--- src/rtl/round_controller.sv ---
// Round sequencer for the binary number game: requests a target from the generator,
// runs the per-round countdown, judges guesses and tracks score, lives and game over.
module round_controller #(
  parameter int unsigned TICKS_PER_SEC = 50_000_000,
  parameter int unsigned ROUND_SECS    = 10,
  parameter int unsigned MAX_LIVES     = 3
) (
  input  logic       clk,
  input  logic       rst,
  input  logic       start,
  input  logic       submit,
  input  logic [3:0] guess,
  output logic       gen_enable,
  input  logic [3:0] gen_value,
  output logic [3:0] target,
  output logic [7:0] score,
  output logic [1:0] lives,
  output logic [3:0] time_left,
  output logic       round_win,
  output logic       round_lose,
  output logic       game_over
);

  localparam int unsigned TW = (TICKS_PER_SEC > 1) ? $clog2(TICKS_PER_SEC) : 1;
  localparam logic [TW-1:0] TICK_MAX  = TW'(TICKS_PER_SEC - 1);
  localparam logic [1:0]    LIVES_INI = 2'(MAX_LIVES);
  localparam logic [3:0]    SECS_INI  = 4'(ROUND_SECS);

  typedef enum logic [2:0] {
    S_IDLE,
    S_REQ,
    S_LOAD,
    S_PLAY,
    S_OVER
  } state_t;

  state_t        r_state;
  state_t        w_state_nxt;
  logic          r_start_d;
  logic          r_submit_d;
  logic [TW-1:0] r_tick;
  logic          r_gen_enable;
  logic [3:0]    r_target;
  logic [7:0]    r_score;
  logic [1:0]    r_lives;
  logic [3:0]    r_time_left;
  logic          r_round_win;
  logic          r_round_lose;
  logic          r_game_over;

  logic w_start_edge;
  logic w_submit_edge;
  logic w_wrap;
  logic w_win;
  logic w_lose;

  assign w_start_edge  = start & ~r_start_d;
  assign w_submit_edge = submit & ~r_submit_d;
  assign w_wrap        = (r_tick == TICK_MAX);

  always_comb begin
    w_state_nxt = r_state;
    w_win       = 1'b0;
    w_lose      = 1'b0;
    case (r_state)
      S_IDLE: if (w_start_edge) w_state_nxt = S_REQ;
      S_REQ:  w_state_nxt = S_LOAD;
      S_LOAD: w_state_nxt = S_PLAY;
      S_PLAY: begin
        // A submit edge takes priority over a timeout landing in the same cycle.
        if (w_submit_edge) begin
          if (guess == r_target) w_win = 1'b1;
          else                   w_lose = 1'b1;
        end else if (w_wrap && (r_time_left == 4'd1)) begin
          w_lose = 1'b1;
        end
        if (w_win)       w_state_nxt = S_REQ;
        else if (w_lose) w_state_nxt = (r_lives == 2'd1) ? S_OVER : S_REQ;
      end
      S_OVER: if (w_start_edge) w_state_nxt = S_REQ;
      default: w_state_nxt = S_IDLE;
    endcase
  end

  always_ff @(posedge clk or posedge rst) begin
    if (rst) begin
      r_state      <= S_IDLE;
      r_start_d    <= 1'b0;
      r_submit_d   <= 1'b0;
      r_tick       <= '0;
      r_gen_enable <= 1'b0;
      r_target     <= '0;
      r_score      <= '0;
      r_lives      <= LIVES_INI;
      r_time_left  <= '0;
      r_round_win  <= 1'b0;
      r_round_lose <= 1'b0;
      r_game_over  <= 1'b0;
    end else begin
      r_state      <= w_state_nxt;
      r_start_d    <= start;
      r_submit_d   <= submit;
      r_gen_enable <= (w_state_nxt == S_REQ);
      r_round_win  <= w_win;
      r_round_lose <= w_lose;
      r_game_over  <= (w_state_nxt == S_OVER);
      case (r_state)
        S_LOAD: begin
          r_target    <= gen_value;
          r_time_left <= SECS_INI;
          r_tick      <= '0;
        end
        S_PLAY: begin
          r_tick <= w_wrap ? '0 : r_tick + 1'b1;
          if (w_wrap && (r_time_left != 4'd0)) r_time_left <= r_time_left - 4'd1;
          if (w_win && (r_score != 8'hFF))     r_score     <= r_score + 8'd1;
          if (w_lose)                          r_lives     <= r_lives - 2'd1;
        end
        S_OVER: begin
          if (w_start_edge) begin
            r_score <= '0;
            r_lives <= LIVES_INI;
          end
        end
        default: ;
      endcase
    end
  end

  assign gen_enable = r_gen_enable;
  assign target     = r_target;
  assign score      = r_score;
  assign lives      = r_lives;
  assign time_left  = r_time_left;
  assign round_win  = r_round_win;
  assign round_lose = r_round_lose;
  assign game_over  = r_game_over;

endmodule

--- config.mk ---
export PLATFORM = sky130hd
export DESIGN_NAME = round_controller
export DESIGN_NICKNAME = d
export VERILOG_FILES = /design/src/rtl/round_controller.sv
export SDC_FILE = /design/constraint.sdc
export NUM_CORES = 1
export LEC_CHECK = 0
export ABC_AREA = 1
export BUFFER_PORTS_ARGS = -buffer_cell sky130_fd_sc_hd__clkbuf_2
export CAP_MARGIN = 15
export CORE_ASPECT_RATIO = 0.8
export CORE_MARGIN = 2
export CORE_UTILIZATION = 50
export CTS_CLUSTER_DIAMETER = 50
export DETAILED_ROUTE_END_ITERATION = 6
export PLACE_DENSITY_LB_ADDON = 0.1
export SLEW_MARGIN = 20
export SYNTH_ARGS = -nofsm -noshare
export SYNTH_HDL_FRONTEND = slang
export SYNTH_SLANG_ARGS = --single-unit
--- constraint.sdc ---
create_clock -name clk -period 1.7 [get_ports clk]
set_input_delay 0.255 -clock clk [delete_from_list [all_inputs] [get_ports clk]]
set_output_delay 0.255 -clock clk [all_outputs]
set_load 0.05 [all_outputs]
## Yosys cells after proc, flatten, opt, wreduce, memory -nomap -nowiden

Cells that the tools add are included.

- Register bits: 53
- Output and inout port bits: 22
- Input port bits: 12

- Muxes and demuxes: 24
- Eq/ne operators: 15
- Reduce and logical (&&, ||, !) cells: 11
- Add/sub/neg operators: 4
- Bitwise operators: 4

Operators with widths:

| kind | count |
|---|---|
| 26-bit one-hot mux with 2 select lines | 1 |
| 26-bit by 1-bit adder with 26-bit output, second input constant | 1 |
| 26-bit == test, second input constant | 1 |
| 26-bit 2-to-1 mux | 1 |
| 8-bit 2-to-1 mux | 2 |
| 8-bit one-hot mux with 2 select lines | 1 |
| 3-bit 2-to-1 mux | 4 |
| 3-bit one-hot mux with 4 select lines | 1 |
| 1-bit 2-to-1 mux | 9 |
| 8-bit by 1-bit adder with 8-bit output, second input constant | 1 |
| 2-bit != test, second input constant | 4 |
| 8-bit != test, second input constant | 1 |
| 4-bit one-hot mux with 2 select lines | 1 |
| 3-bit by 1-bit == test with 1-bit output, second input constant | 2 |
| 3-bit by 2-bit == test with 1-bit output, second input constant | 2 |
| 3-bit == test, second input constant | 2 |
| 3-bit AND reduction | 2 |
| 4-bit by 1-bit == test with 1-bit output, second input constant | 1 |
| 4-bit == test | 1 |
| 2-bit 2-to-1 mux | 2 |
| 4-bit 2-to-1 mux | 1 |
| 2-bit one-hot mux with 2 select lines | 1 |
| 2-bit nonzero test | 2 |
| 4-bit nonzero test | 1 |
| other kinds (9) | 13 |

## Longest topological paths before layout

- Depth in word-level cells: 9
- Depth in mapped cells: 13
- Mapped depth without buffers: 13

## Worst setup path after synthesis

No wires, ideal clock.

- Path type: register -> register
- Start: reg r_score[1] (netlist: score[1])
- End: reg r_score[5] (netlist: score[5])
- Arrival time: 1754 ps
- Slack: -175 ps
- Setup time: 121 ps
- Stages on the path, launching flop included: 9
- Path buffers: 0
- Cells stage by stage: dfrtp_1 > ha_1 > nand3_1 > nor2_1 > a31oi_1 > nand2_1 > nand2_4 > a21oi_1 > nor2_1

- Longest elaborated chain between the ends: 4
- Elaborated cells on any way between the ends: 7
- Those cells by class: 1 x add/sub; 2 x eq/ne; 2 x mux; 2 x reduce/logical

RTL lines:

| what | RTL line | text |
|---|---|---|
| from (decl) | 44 | `logic [7:0] r_score;` |
| from (signal assigned) | 116 | `if (w_win && (r_score != 8'hFF)) r_score <= r_score + 8'd1;` |
| branches (longest 4 deep; another with 8-bit by 1-bit adder with 8-bit output) | -- |  |

Parallel ways; which one is timed is not known. The select of a mux whose other input is x is not followed.
A chain may end at the register's enable or synchronous reset.

## Worst setup path in the final report

- Start: reg r_tick[0]
- End: reg r_tick[20]

- Longest elaborated chain between the ends: 3
- Elaborated cells on any way between the ends: 4
- Those cells by class: 1 x add/sub; 1 x eq/ne; 2 x mux

RTL lines:

| what | RTL line | text |
|---|---|---|
| from (decl) | 41 | `logic [TW-1:0] r_tick;` |
| from (signal assigned) | 114 | `r_tick <= w_wrap ? '0 : r_tick + 1'b1;` |
| 26-bit by 1-bit adder with 26-bit output or 26-bit == test (tied branches) | 114, 59 |  |
| 26-bit 2-to-1 mux (*) | 114 |  |
| 26-bit one-hot mux with 2 select lines (*) | 107 | `case (r_state)` |

Every way passes the cells marked *; elsewhere a longest branch is shown, timed or not.

==> impl_metrics.json <==
{
  "r2r_cells": 12,
  "syn_inst": 395,
  "first_global_vias": 2488,
  "detail-route-antenna-nets": 0,
  "core_mm2": 0.00597,
  "drt_iter0_markers": 181,
  "setup_viol": 0,
  "dr.pass1.iters": 5,
  "worst_slack_ps": 33.4,
  "start_kind": "flop",
  "clkSinkCount": 53,
  "h-tree-depth": 2,
  "core.rowCount": 25,
  "dieWidth_um": 92.2,
  "power.density_cell_area_mw_per_mm2": 1180,
  "clk_pin_slew_worst_paths_ps": 100,
  "drcViolationCount": 0,
  "synth-main-ff-cell": "dfrtp_1",
  "outcome": "completed",
  "syn-mean-instance-area_um2": 7.87,
  "io_pins": 34,
  "layout_min_cycle_time_ps": 1670,
  "pre_cts_slack_ps": 29.0,
  "slowest_stage": "dfrtp_1",
  "crit_type": "flop to flop",
  "fmax_mhz": 600,
  "ys_warn_count": 0,
  "drive_gt1_share_pct": 32.2,
  "dpl.hpwl_um": 5290,
  "viasPerCell": 5.17,
  "min_path_cells": 1,
  "critPathMaxStageDelay_ps": 420,
  "ys_seq_elements": 53,
  "syn2layout_area_growth_pct": 22.3,
  "multi_input_area_mm2": 0.00164,
  "wl_um": 7140,
  "grt_usage_pct": 22.1,
  "fillers": 509,
  "antenna_cells": 0,
  "grt_max_degree": 38,
  "crit_path_end_kind": "flop",
  "wl_per_cell_um": 13.2,
  "critPathBufInv": 1,
  "max_cap_violations": 0,
  "worst_clock_skew_ps": 6.30,
  "insertion_delay_ps": 310,
  "dieHeight_um": 74.5,
  "cts_buffers": 5,
  "finalNetCount": 477,
  "crit_family": "simple AND/OR/NAND/NOR gates",
  "async_flop_share_pct": 100,
  "io_buffer_count": 33,
  "cts_tree": "done",
  "synth_nets": 413,
  "final_util_pct": 63.7,
  "root_buffer": "clkbuf_8",
  "seq_area_mm2": 0.00134,
  "worstPathArrival_ps": 1870,
  "grt-ovfl-total": 0,
  "required_ps": 1910,
  "crit_fanout": 5,
  "clockBufferDepth": 2,
  "worst_pin_slew_ps": 380,
  "mappedNetlistArea_mm2": 0.00311,
  "peakVddDrop_v": 0.00103,
  "netlist-cell-type-count": 38,
  "crit_chain": "ha_2, nand3_4, inv_4, nand2_4, nor2_4, nand2_4, nor2_4, nand2_4, nor2_4, nand2_1, nand2_1, nand2_1",
  "antenna_found_initial": 0,
  "grt_pass1_wl_um": 12000,
  "stdcell_count": 541,
  "place.gp.congestion": 0.850,
  "die_area_mm2": 0.00687,
  "cp.depth": 12,
  "timing_hold_violations_final": 0,
  "rsz0062_at_grt": "true",
  "start_util_pct": 52.1,
  "hold_class": "input port to flop",
  "slew_headroom_pct": 74.6,
  "period_share_pct": 98.0,
  "slew_violations": 0,
  "ys_seq_area_share_pct": 42.7,
  "num_vias": 2798,
  "synth_edf_count": 0,
  "dp.cells": 527,
  "p_leak_uw": 0.00179
}
worst paths after layout:
path,from,endpoint,slack (ps)
max reg2reg,r_tick[0],r_tick[20],30
max in group asynchronous,rst,r_tick[7],690
min reg2reg,lives[1],lives[1],520
min,start,r_start_d,60
max,r_tick[0],r_tick[20],30
min in group asynchronous,rst,score[2],450
cell families (layout without fill, tap and decap cells):
group / after synthesis / after routing / synth area share (%)
XOR/XNOR: 14 / 14 / 3.94
AND/OR/NAND/NOR: 204 / 204 / 32.7
flip-flops: 53 / 53 / 42.7
buffers and inverters: 61 / 126 / 7.80
adder cells (fa/ha/maj): 6 / 6 / 2.41
AO/OA/AOI/OAI: 57 / 57 / 10.4
sequential cells by signal, indices dropped and copies added (netlist names):
register,count
r_tick,26
score,8
target,4
time_left,4
r_state,3
lives,2
game_over,1
gen_enable,1
r_start_d,1
r_submit_d,1
round_lose,1
round_win,1
routing by layer:
| metal | GRT usage [%] | routed length, um | vias up |
|---|---|---|---|
| li1 | - | - | 1403 |
| met4 | 5.64 | 57 | 0 |
| met2 | 31.4 | 2970 | 77 |
| met1 | 35.2 | 3770 | 1312 |
| met3 | 3.14 | 335 | 6 |
| met5 | 0 | 0 | - |
cells in the final DEF (no fill, tap or decap), drive strengths merged, types with 2 or more instances in the layout:
master	n
clkbuf	39
o22ai	8
nand3	32
dfstp	2
nand2	96
ha	6
xnor2	4
a21oi	12
buf	26
nand4	9
nor4	2
dfrtp	51
xor2	10
nor2	52
nor3	9
o21ai	34
inv	58
power by group:
group	switching [uW]	internal [uW]	leakage, uW
sequential	202	1500	0.000694
combinational	1350	550	0.00103
clock	421	479	0.0000574
total	1980	2530	0.00179
cell usage after synthesis (2+ instances only):
cell | instances | area [um^2]
a21oi_1 | 10 | 50.1
a21oi_2 | 2 | 17.5
dfrtp_1 | 51 | 1280
dfstp_2 | 2 | 52.6
ha_1 | 6 | 75.1
inv_1 | 44 | 165
inv_2 | 13 | 48.8
nand2_1 | 87 | 327
nand2_2 | 7 | 43.8
nand2_4 | 2 | 22.5
nand3_1 | 23 | 115
nand3_2 | 8 | 80.1
nand4_1 | 9 | 56.3
nor2_1 | 38 | 143
nor2_2 | 9 | 56.3
nor2_4 | 5 | 56.3
nor3_1 | 7 | 35.0
nor3_2 | 2 | 20.0
o21ai_0 | 25 | 125
o21ai_1 | 6 | 30.0
o21ai_2 | 3 | 26.3
o22ai_1 | 8 | 50.1
xnor2_1 | 4 | 35.0
xor2_1 | 10 | 87.6
metrics by stage:
step                      instance area, um^2  total power, uW  setup TNS [ps]  hold slack [ps]
final                                    3800             4500               0             57.3
after global routing                     3800             4810            -784             42.3
after CTS                                3680             4500               0             48.5
after detailed placement                 3540             3580               0              247
after global placement                   3540             3560               0              243
after floorplan                          3120             3030               0              286
layout make-up:
cell class	count	area share [%]
Multi-Input combinational cell	281	43.1
Sequential cell	53	35.2
Timing Repair Buffer	60	10.1
Clock inverter	2	0.987
Clock buffer	6	2.17
Tap cell	81	2.66
Inverter	58	5.85
repair_timing:
item	CTS	global route
gates cloned	0	0
resized for setup	2	24
buffers inserted	1	4
pin swaps	1	1
endpoints found under the setup margin	2	29
endpoints found under the hold margin	14	0
hold buffers	1	0
Power figures use the tool's default switching activity.
